$ cat config.mk
export PLATFORM = sky130hd
export DESIGN_NAME = vend_change_fsm
export DESIGN_NICKNAME = d
export VERILOG_FILES = /design/src/rtl/vend_change_fsm.sv
export SDC_FILE = /design/constraint.sdc
export NUM_CORES = 1
export LEC_CHECK = 0
export BUFFER_PORTS_ARGS = -buffer_cell sky130_fd_sc_hd__buf_4
export CAP_MARGIN = 20
export CORE_MARGIN = 5
export CORE_UTILIZATION = 59
export DETAILED_ROUTE_END_ITERATION = 8
export HOLD_SLACK_MARGIN = 0.15
export PLACE_DENSITY = 0.82
export SKIP_LAST_GASP = 1
export SLEW_MARGIN = 10
export SYNTH_ARGS = -nofsm -noshare
export SYNTH_HDL_FRONTEND = slang
export SYNTH_SLANG_ARGS = --single-unit
$ cat constraint.sdc
create_clock -name clk -period 4.1 [get_ports clk]
set_clock_uncertainty 0.15 [all_clocks]
set_input_delay 0.82 -clock clk [delete_from_list [all_inputs] [get_ports clk]]
set_output_delay 0.82 -clock clk [all_outputs]
set_load 0.01 [all_outputs]
$ cat src/rtl/vend_change_fsm.sv
// Vend controller: BCD price check, product release, greedy change dispenser.
// Define DISPENSE_GAP_EN to hold GAP_CYCLES idle cycles between coin pulses.
module vend_change_fsm #(
  parameter int INIT_CNT_10  = 5,
  parameter int INIT_CNT_20  = 5,
  parameter int INIT_CNT_50  = 5,
  parameter int INIT_CNT_100 = 5,
  parameter int GAP_CYCLES   = 2
) (
  input  logic       clk,
  input  logic       reset,
  input  logic [3:0] price_msb,
  input  logic [3:0] price_lsb,
  input  logic       price_valid,
  input  logic [3:0] money_msb,
  input  logic [3:0] money_lsb,
  input  logic       vend_req,
  input  logic       cancel,
  input  logic [3:0] coin_in,
  output logic       product_out,
  output logic [3:0] coin_out,
  output logic [3:0] change_msb,
  output logic [3:0] change_lsb,
  output logic       busy,
  output logic       reject,
  output logic       done,
  output logic       clear_total,
  output logic       change_fault,
  output logic [3:0] inv_10,
  output logic [3:0] inv_20,
  output logic [3:0] inv_50,
  output logic [3:0] inv_100
);

  typedef enum logic [2:0] {
    S_IDLE, S_CHECK, S_VEND, S_CHANGE, S_DONE, S_FAULT
  } state_t;

  localparam logic [15:0] INIT_V = {
    4'(INIT_CNT_100), 4'(INIT_CNT_50),
    4'(INIT_CNT_20), 4'(INIT_CNT_10)
  };

  state_t     state, state_nx;
  logic [3:0] pm_r, pl_r, mm_r, ml_r;
  logic       pv_r;
  logic [6:0] rem;
  logic [3:0] inv [4];

  logic [6:0] money_v, money_l, price_l;
  logic       money_ok, lat_ok, chk_fail;
  logic [3:0] sel, dec;
  logic [6:0] sel_val;
  logic       dispense, gap_busy;

  assign money_v  = 7'(money_msb) * 7'd10 + 7'(money_lsb);
  assign money_ok = (money_msb <= 4'd9) && (money_lsb <= 4'd9);
  assign money_l  = 7'(mm_r) * 7'd10 + 7'(ml_r);
  assign price_l  = 7'(pm_r) * 7'd10 + 7'(pl_r);
  assign lat_ok   = (mm_r <= 4'd9) && (ml_r <= 4'd9) &&
                    (pm_r <= 4'd9) && (pl_r <= 4'd9);
  assign chk_fail = !pv_r || !lat_ok || (money_l < price_l);

  // Greedy pick: largest coin that fits the amount owed and is in stock.
  always_comb begin
    sel     = 4'b0000;
    sel_val = 7'd0;
    if (rem >= 7'd10 && inv[3] != 4'd0) begin
      sel = 4'b1000; sel_val = 7'd10;
    end else if (rem >= 7'd5 && inv[2] != 4'd0) begin
      sel = 4'b0100; sel_val = 7'd5;
    end else if (rem >= 7'd2 && inv[1] != 4'd0) begin
      sel = 4'b0010; sel_val = 7'd2;
    end else if (rem >= 7'd1 && inv[0] != 4'd0) begin
      sel = 4'b0001; sel_val = 7'd1;
    end
  end

  assign dispense = (state == S_CHANGE) && !gap_busy &&
                    (sel != 4'b0000);
  assign dec = dispense ? sel : 4'b0000;

`ifdef DISPENSE_GAP_EN
  logic [7:0] gap;
  always_ff @(posedge clk) begin
    if (reset)
      gap <= 8'd0;
    else if (dispense && rem != sel_val)
      gap <= 8'(GAP_CYCLES);
    else if (gap != 8'd0)
      gap <= gap - 8'd1;
  end
  assign gap_busy = (gap != 8'd0);
`else
  assign gap_busy = 1'b0;
`endif

  always_ff @(posedge clk) begin
    if (reset)
      state <= S_IDLE;
    else
      state <= state_nx;
  end

  always_comb begin
    state_nx = state;
    case (state)
      S_IDLE: begin
        if (cancel) begin
          if (money_ok && money_v != 7'd0)
            state_nx = S_CHANGE;
        end else if (vend_req) begin
          state_nx = S_CHECK;
        end
      end
      S_CHECK:  state_nx = chk_fail ? S_IDLE : S_VEND;
      S_VEND:   state_nx = (rem == 7'd0) ? S_DONE : S_CHANGE;
      S_CHANGE: begin
        if (!gap_busy) begin
          if (sel == 4'b0000)
            state_nx = S_FAULT;
          else if (rem == sel_val)
            state_nx = S_DONE;
        end
      end
      S_DONE:   state_nx = S_IDLE;
      S_FAULT:  if (cancel) state_nx = S_IDLE;
      default:  state_nx = S_IDLE;
    endcase
  end

  always_ff @(posedge clk) begin
    if (reset) begin
      pm_r <= 4'd0; pl_r <= 4'd0;
      mm_r <= 4'd0; ml_r <= 4'd0;
      pv_r <= 1'b0;
      rem  <= 7'd0;
    end else begin
      if (state == S_IDLE && vend_req && !cancel) begin
        pm_r <= price_msb; pl_r <= price_lsb;
        mm_r <= money_msb; ml_r <= money_lsb;
        pv_r <= price_valid;
      end
      if (state == S_IDLE && cancel && money_ok &&
          money_v != 7'd0)
        rem <= money_v;
      else if (state == S_CHECK && !chk_fail)
        rem <= money_l - price_l;
      else if (dispense)
        rem <= rem - sel_val;
      else if (state == S_FAULT && cancel)
        rem <= 7'd0;
    end
  end

  // Simultaneous insert and dispense of one coin type cancel out.
  always_ff @(posedge clk) begin
    for (int i = 0; i < 4; i++) begin
      if (reset)
        inv[i] <= INIT_V[4*i +: 4];
      else if (coin_in[i] != dec[i]) begin
        if (coin_in[i]) begin
          if (inv[i] != 4'd15)
            inv[i] <= inv[i] + 4'd1;
        end else begin
          inv[i] <= inv[i] - 4'd1;
        end
      end
    end
  end

  always_comb begin
    product_out = 1'b0;
    coin_out    = 4'b0000;
    reject      = 1'b0;
    done        = 1'b0;
    clear_total = 1'b0;
    if (!reset) begin
      case (state)
        S_IDLE: begin
          if (cancel) begin
            if (!money_ok)
              reject = 1'b1;
            else if (money_v == 7'd0)
              done = 1'b1;
          end
        end
        S_CHECK:  reject = chk_fail;
        S_VEND:   product_out = 1'b1;
        S_CHANGE: coin_out = dec;
        S_DONE: begin
          done        = 1'b1;
          clear_total = 1'b1;
        end
        S_FAULT:  clear_total = cancel;
        default: ;
      endcase
    end
  end

  assign change_fault = (state == S_FAULT);
  assign busy         = (state != S_IDLE);
  assign change_msb   = 4'(rem / 7'd10);
  assign change_lsb   = 4'(rem % 7'd10);

  assign inv_10  = inv[0];
  assign inv_20  = inv[1];
  assign inv_50  = inv[2];
  assign inv_100 = inv[3];

endmodule

==> results.sh, run 1 <==
export IMPL_grt_usage=0.2328
export IMPL_worst_slack_ns=-0.2536
export IMPL_crit_slowest_cell="fa_1"
export IMPL_area_growth_pct=20.12
export IMPL_synth_ff_type="dfxtp_1"
export IMPL_slew_viol_final=0
export IMPL_syn_area_per_cell_sq_um=8.267
export IMPL_antenna_found_initial=0
export IMPL_coreArea_sq_mm=0.006869
export IMPL_place_hpwl_mm=7.833
export IMPL_clkSinkCount=43
export IMPL_p_per_area_mw_per_mm2=516.5
export IMPL_crit_path_max_fanout=4
export IMPL_antenna_left=0
export IMPL_slowest_delay_ns=0.54
export IMPL_met2_usage=0.3830
export IMPL_path_clk_slew_ns=0.08
export IMPL_htree_levels=2
export IMPL_synth_warning_count=0
export IMPL_dieArea_sq_mm=0.008890
export IMPL_drtPass1Iterations=5
export IMPL_period_share=1.062
export IMPL_die_h_um=94.29
export IMPL_crit_chain="ha_4, ha_4, fa_1, nand2_1, nor2_2, xnor2_1, ha_2, or4_1, o21a_1, nand2_1, a21oi_1, nor4_1, buf_4"
export IMPL_wirelength_mm=10.55
export IMPL_yosysSeqAreaShare=0.2436
export IMPL_min_path_type="reg2reg"
export IMPL_setup_worst_path_end_class="primary output"
export IMPL_tritoncts="done"
export IMPL_hold_slack_ns=0.3139
export IMPL_clock_path_buffers=2
export IMPL_wire_per_inst_um=15.79
export IMPL_synthesis_instances=507
export IMPL_via_count=4019
export IMPL_layout_drive_gt1_share=0.2273
export IMPL_mostFrequentLayoutCells="78 x buf_4, 61 x nand2_1, 38 x a21oi_1"
export IMPL_gp_congestion=0.8842
export IMPL_slew_headroom=0.5254
export IMPL_worstSetupPathType="reg2out"
export IMPL_synth_edf_count=16
export IMPL_max_freq_mhz=229.7
export IMPL_setup_tns_final_ns=-0.2536
export IMPL_cts_hold_buffers=0
export IMPL_final_util=0.7330
export IMPL_drv_cap=0
export IMPL_hold_viol_final=0
export IMPL_vdd_drop_max_v=0.0002611
export IMPL_outcome="finished with violations"
export IMPL_worst_pin_slew_ns=0.7120
export IMPL_root_buffer="clkbuf_8"
export IMPL_rsz0062_at_grt="true"
export IMPL_cts_inserted_buffers=5
export IMPL_fp_row_count=30
export IMPL_finalPower_w=0.002600
export IMPL_synth_async_sr_flop_share=0
export IMPL_n_fill_cell=538
export IMPL_synth_nets=583
export IMPL_diodes=0
export IMPL_grt_pass1_vias=3734
export IMPL_period_needed_ns=4.354
export IMPL_cp_start_kind="flip-flop"
export IMPL_synth_seq_cells=43
export IMPL_worstPathRequired_ns=3.13
export IMPL_grt_busiest_layer="met2"
export IMPL_grtUsageMet3=0.04247
export IMPL_final_setup_viol_count=1
export IMPL_via_per_inst=6.016
export IMPL_violations="negative setup slack"
export IMPL_synth_cell_area_sq_mm=0.004192
export IMPL_ios=59
export IMPL_layout_cells_most_common="buf_4"
export IMPL_synth_cell_types=73
export IMPL_nets=647
export IMPL_insertion_delay_ns=0.30
export IMPL_met1_usage=0.3147
export IMPL_drc_errors=0
export IMPL_initial_core_util=0.6102
export IMPL_grt_ovfl_total=0
export IMPL_total_leakage_power_nw=2.117
export IMPL_die_width_um=94.29
export IMPL_grt_start_max_net_pins=57
export IMPL_arrival_ns=3.38
export IMPL_drtIter0Drc=211
export IMPL_io_buffers=58
export IMPL_preCtsSetupSlack_ns=0.09635
export IMPL_grt_pass1_wl_mm=16.96
-- registers in the layout, indices dropped and copies added (netlist names) --
name and flops:
pl_r 4, inv 16, ml_r 4, rem 7
pm_r 4, pv_r 1, mm_r 4, state 3
-- cells in the mapped netlist (12+ instances only) --
master | count | area, sq um
nand2_1 | 61 | 229.0
ha_1 | 42 | 525.5
a21oi_1 | 39 | 195.2
inv_1 | 37 | 138.9
dfxtp_1 | 27 | 540.5
nor2_1 | 25 | 93.84
o21ai_0 | 22 | 110.1
xnor2_1 | 20 | 175.2
nor3_1 | 17 | 85.08
edfxtp_1 | 16 | 480.5
nand2b_1 | 13 | 81.33
nor2b_1 | 13 | 81.33
clkbuf_1 | 12 | 45.04
-- worst paths after layout --
kind / slack (ns) / depth (start not counted) / end / start
setup reg to reg: 0.30 / 13 / rem[3] / pm_r[3]
hold reg to reg: 0.31 / 2 / pl_r[0] / pl_r[0]
hold / removal: 0.31 / 2 / pl_r[0] / pl_r[0]
setup / recovery: -0.25 / 13 / reject / pm_r[3]
-- routing by layer --
| metal | up-vias | routed length [um] |
|---|---|---|
| met5 | - | 0 |
| met4 | 0 | 171 |
| met3 | 22 | 725 |
| met2 | 160 | 5025 |
| met1 | 1871 | 4628 |
| li1 | 1966 | - |
-- stage by stage --
stage | instances | instance area, sq um
6_report | 668 | 5035
5_1_grt | 668 | 5035
4_1_cts | 658 | 4817
3_5_place_dp | 650 | 4717
3_3_place_gp | 650 | 4717
2_1_floorplan | 507 | 4192
-- kinds of logic after synthesis --
| family | count (synthesis) | share of synthesized area |
|---|---|---|
| compound gates | 140 | 0.2311 |
| mux | 4 | 0.009553 |
| xor+xnor | 29 | 0.06060 |
| fa+ha+maj | 51 | 0.1684 |
| simple gates | 182 | 0.2287 |
| buf+inv | 58 | 0.05821 |
| flops | 43 | 0.2436 |
-- what timing repair did --
item / CTS / global route
hold endpoints to repair: 0 / 0
endpoints found under the setup margin: 3 / 5
setup buffers: 0 / 10
pin swaps: 0 / 26
resized for setup: 3 / 32
-- report_power, final --
group / total [W] / internal, W / leakage [nW] / switching (W)
Sequential: 0.000608 / 0.000506 / 0.371 / 0.000102
Combinational: 0.00171 / 0.000788 / 1.70 / 0.000921
Clock: 0.000283 / 0.000135 / 0.0459 / 0.000147
-- critical path, delay by kind of cell, from the launching register on --
kind | cells | cell delay, ns
fa+ha+maj | 4 | 1.13
simple gates | 5 | 1.02
flops | 1 | 0.34
compound gates | 2 | 0.31
buf+inv | 1 | 0.17
xor+xnor | 1 | 0.10
-- final cells by class --
type	count	area [sq um]	area share
inverter	37	138.9	0.02758
clock buffer	7	86.33	0.01715
multi-input combinational	406	3063	0.6084
timing repair buffer	78	585.6	0.1163
clock inverter	1	3.754	0.0007455
tap	96	120.1	0.02386
sequential	43	1037	0.2060
Note: power is estimated with default switching activity, not from simulation.
==> run 2: changes to the inputs <==
--- a/config.mk
+++ b/config.mk
@@ -7,11 +7,14 @@
 export LEC_CHECK = 0
 export BUFFER_PORTS_ARGS = -buffer_cell sky130_fd_sc_hd__buf_4
 export CAP_MARGIN = 20
+export CELL_PAD_IN_SITES_DETAIL_PLACEMENT = 1
+export CELL_PAD_IN_SITES_GLOBAL_PLACEMENT = 2
 export CORE_MARGIN = 5
-export CORE_UTILIZATION = 59
+export CORE_UTILIZATION = 35
 export DETAILED_ROUTE_END_ITERATION = 8
 export HOLD_SLACK_MARGIN = 0.15
-export PLACE_DENSITY = 0.82
+export MAX_ROUTING_LAYER = met4
+export PLACE_DENSITY_LB_ADDON = 0.1
 export SKIP_LAST_GASP = 1
 export SLEW_MARGIN = 10
 export SYNTH_ARGS = -nofsm -noshare
==> constraint.sdc (replaced) <==
create_clock -name clk -period 4.1 [get_ports clk]
set_clock_uncertainty 0.15 [all_clocks]
set_input_delay 0.41 -clock clk [delete_from_list [all_inputs] [get_ports clk]]
set_output_delay 0.41 -clock clk [all_outputs]
set_load 0.01 [all_outputs]
==> run 2 against run 1 <==
The run now ends clean. Critical endpoint unchanged. Global-route usage is 5.3 points lower. Sequential share of layout area rose by 0.19 points. Worst hold slack lost 0.11 ns.
==> results.sh, run 2 (synthesis gave the netlist of run 1 again) <==
export IMPL_max_freq_mhz=258.5
export IMPL_cp_start_kind="flip-flop"
export IMPL_nets=633
export IMPL_cts_inserted_buffers=5
export IMPL_cts_resized=1
export IMPL_cp_common_cell="ha_1"
export IMPL_final_area_sq_mm=0.004933
export IMPL_vdd_drop_max_v=0.0002329
export IMPL_dpl_instance_area_sq_mm=0.004751
export IMPL_grt_ovfl_total=0
export IMPL_grt_usage=0.1800
export IMPL_slew_viol_final=0
export IMPL_die_h_um=119.4
export IMPL_cts_hold_buffers=0
export IMPL_gp_congestion=0.8168
export IMPL_dieArea_sq_mm=0.01426
export IMPL_finalPower_w=0.002713
export IMPL_period_needed_ns=3.868
export IMPL_drtIter0Drc=170
export IMPL_htree_levels=2
export IMPL_crit_chain="ha_1, ha_1, fa_1, nand2_1, nor2_1, xnor2_1, ha_1, or4_1, o21a_1, nand2_1, a21oi_1, nor4_2, buf_4"
export IMPL_fp_row_count=40
export IMPL_path_clk_slew_ns=0.06
export IMPL_antenna_left=0
export IMPL_tritoncts="done"
export IMPL_drtPass1Iterations=4
export IMPL_hold_viol_final=0
export IMPL_p_per_area_mw_per_mm2=549.9
export IMPL_antenna_found_initial=0
export IMPL_worstPathRequired_ns=3.54
export IMPL_layout_drive_gt1_share=0.1703
export IMPL_io_buffers=58
export IMPL_clock_path_buffers=2
export IMPL_grt_start_max_net_pins=57
export IMPL_place_hpwl_mm=9.606
export IMPL_root_buffer="clkbuf_16"
export IMPL_setup_worst_path_end_class="primary output"
export IMPL_cts_setup_buffers=0
export IMPL_grt_pass1_wl_mm=20.51
export IMPL_layout_cells_most_common="buf_4"
export IMPL_worst_pin_slew_ns=0.7259
export IMPL_total_leakage_power_nw=2.084
export IMPL_setup_tns_final_ns=0
export IMPL_wire_per_inst_um=17.18
export IMPL_insertion_delay_ns=0.30
export IMPL_slowest_delay_ns=0.52
export IMPL_min_path_type="in2reg"
export IMPL_hold_slack_ns=0.2085
export IMPL_crit_slowest_cell="fa_1"
export IMPL_drc_errors=0
export IMPL_die_width_um=119.4
export IMPL_largest_register="inv"
export IMPL_top_regs="inv (16), rem (7)"
export IMPL_coreArea_sq_mm=0.01186
export IMPL_arrival_ns=3.31
export IMPL_worstSetupPathType="reg2out"
export IMPL_crit_path_max_fanout=5
export IMPL_fin_cells=705
export IMPL_initial_core_util=0.3534
export IMPL_rsz0062_at_grt="true"
export IMPL_largest_reg_flops=16
export IMPL_mostFrequentLayoutCells="64 x buf_4, 61 x nand2_1, 42 x ha_1"
export IMPL_slew_headroom=0.5147
export IMPL_area_growth_pct=17.70
export IMPL_ios=59
export IMPL_outcome="finished clean"
export IMPL_via_per_inst=5.489
export IMPL_grt_pass1_vias=4067
export IMPL_clkSinkCount=43
export IMPL_n_fill_cell=1427
export IMPL_final_setup_viol_count=0
export IMPL_wirelength_mm=12.11
export IMPL_via_count=3870
export IMPL_period_share=0.9435
export IMPL_drv_cap=0
export IMPL_diodes=0
export IMPL_dpl_cell_count=697
run 2: report_power, final:
part / internal [W] / total [W] / switching, W
clock network: 0.000285 / 0.000472 / 0.000187
logic: 0.000722 / 0.00164 / 0.000917
registers: 0.000506 / 0.000603 / 0.0000969
total: 0.00151 / 0.00271 / 0.00120
run 2: worst paths after layout:
path | slack (ns) | endpoint | cells after the start | startpoint
hold reg to reg | 0.31 | ml_r[0] | 2 | ml_r[0]
hold / removal | 0.21 | pm_r[2] | 3 | price_msb[2]
setup reg to reg | 0.49 | inv[2][3] | 15 | inv[0][0]
setup / recovery | 0.23 | reject | 13 | pm_r[1]
run 2: cell type report:
| cell class | instances | area (sq um) | share of cell area |
|---|---|---|---|
| Clock buffer | 5 | 125.1 | 0.02536 |
| Clock inverter | 3 | 38.79 | 0.007862 |
| Inverter | 37 | 138.9 | 0.02815 |
| Multi-Input combinational cell | 406 | 2940 | 0.5960 |
| Sequential cell | 43 | 1026 | 0.2080 |
| Tap cell | 147 | 183.9 | 0.03728 |
| Timing Repair Buffer | 64 | 480.5 | 0.09739 |
run 2: metrics by stage:
step	utilization	setup WS, ns
after floorplan	-	0.6653
after global placement	0.4005	0.3828
after detailed placement	0.4005	0.3146
after CTS	0.4145	0.05353
after global routing	0.4159	-0.03472
final	0.4159	0.2317
run 2: routing by layer:
metal	share of wire	track usage	wire length, um	up-vias
met5	0	-	0	-
met4	0.0091	0.03794	110	0
met3	0.026	0.03181	313	7
met2	0.47	0.2879	5658	47
met1	0.50	0.2400	6029	1886
li1	-	-	-	1930
run 2: worst max-delay path: cells and delay by family, from the launching register on:
family          cells  cell delay (ns)
flops               1             0.43
fa+ha+maj           4             1.20
simple gates        5             0.82
compound gates      2             0.29
buf+inv             1             0.18
xor+xnor            1             0.08
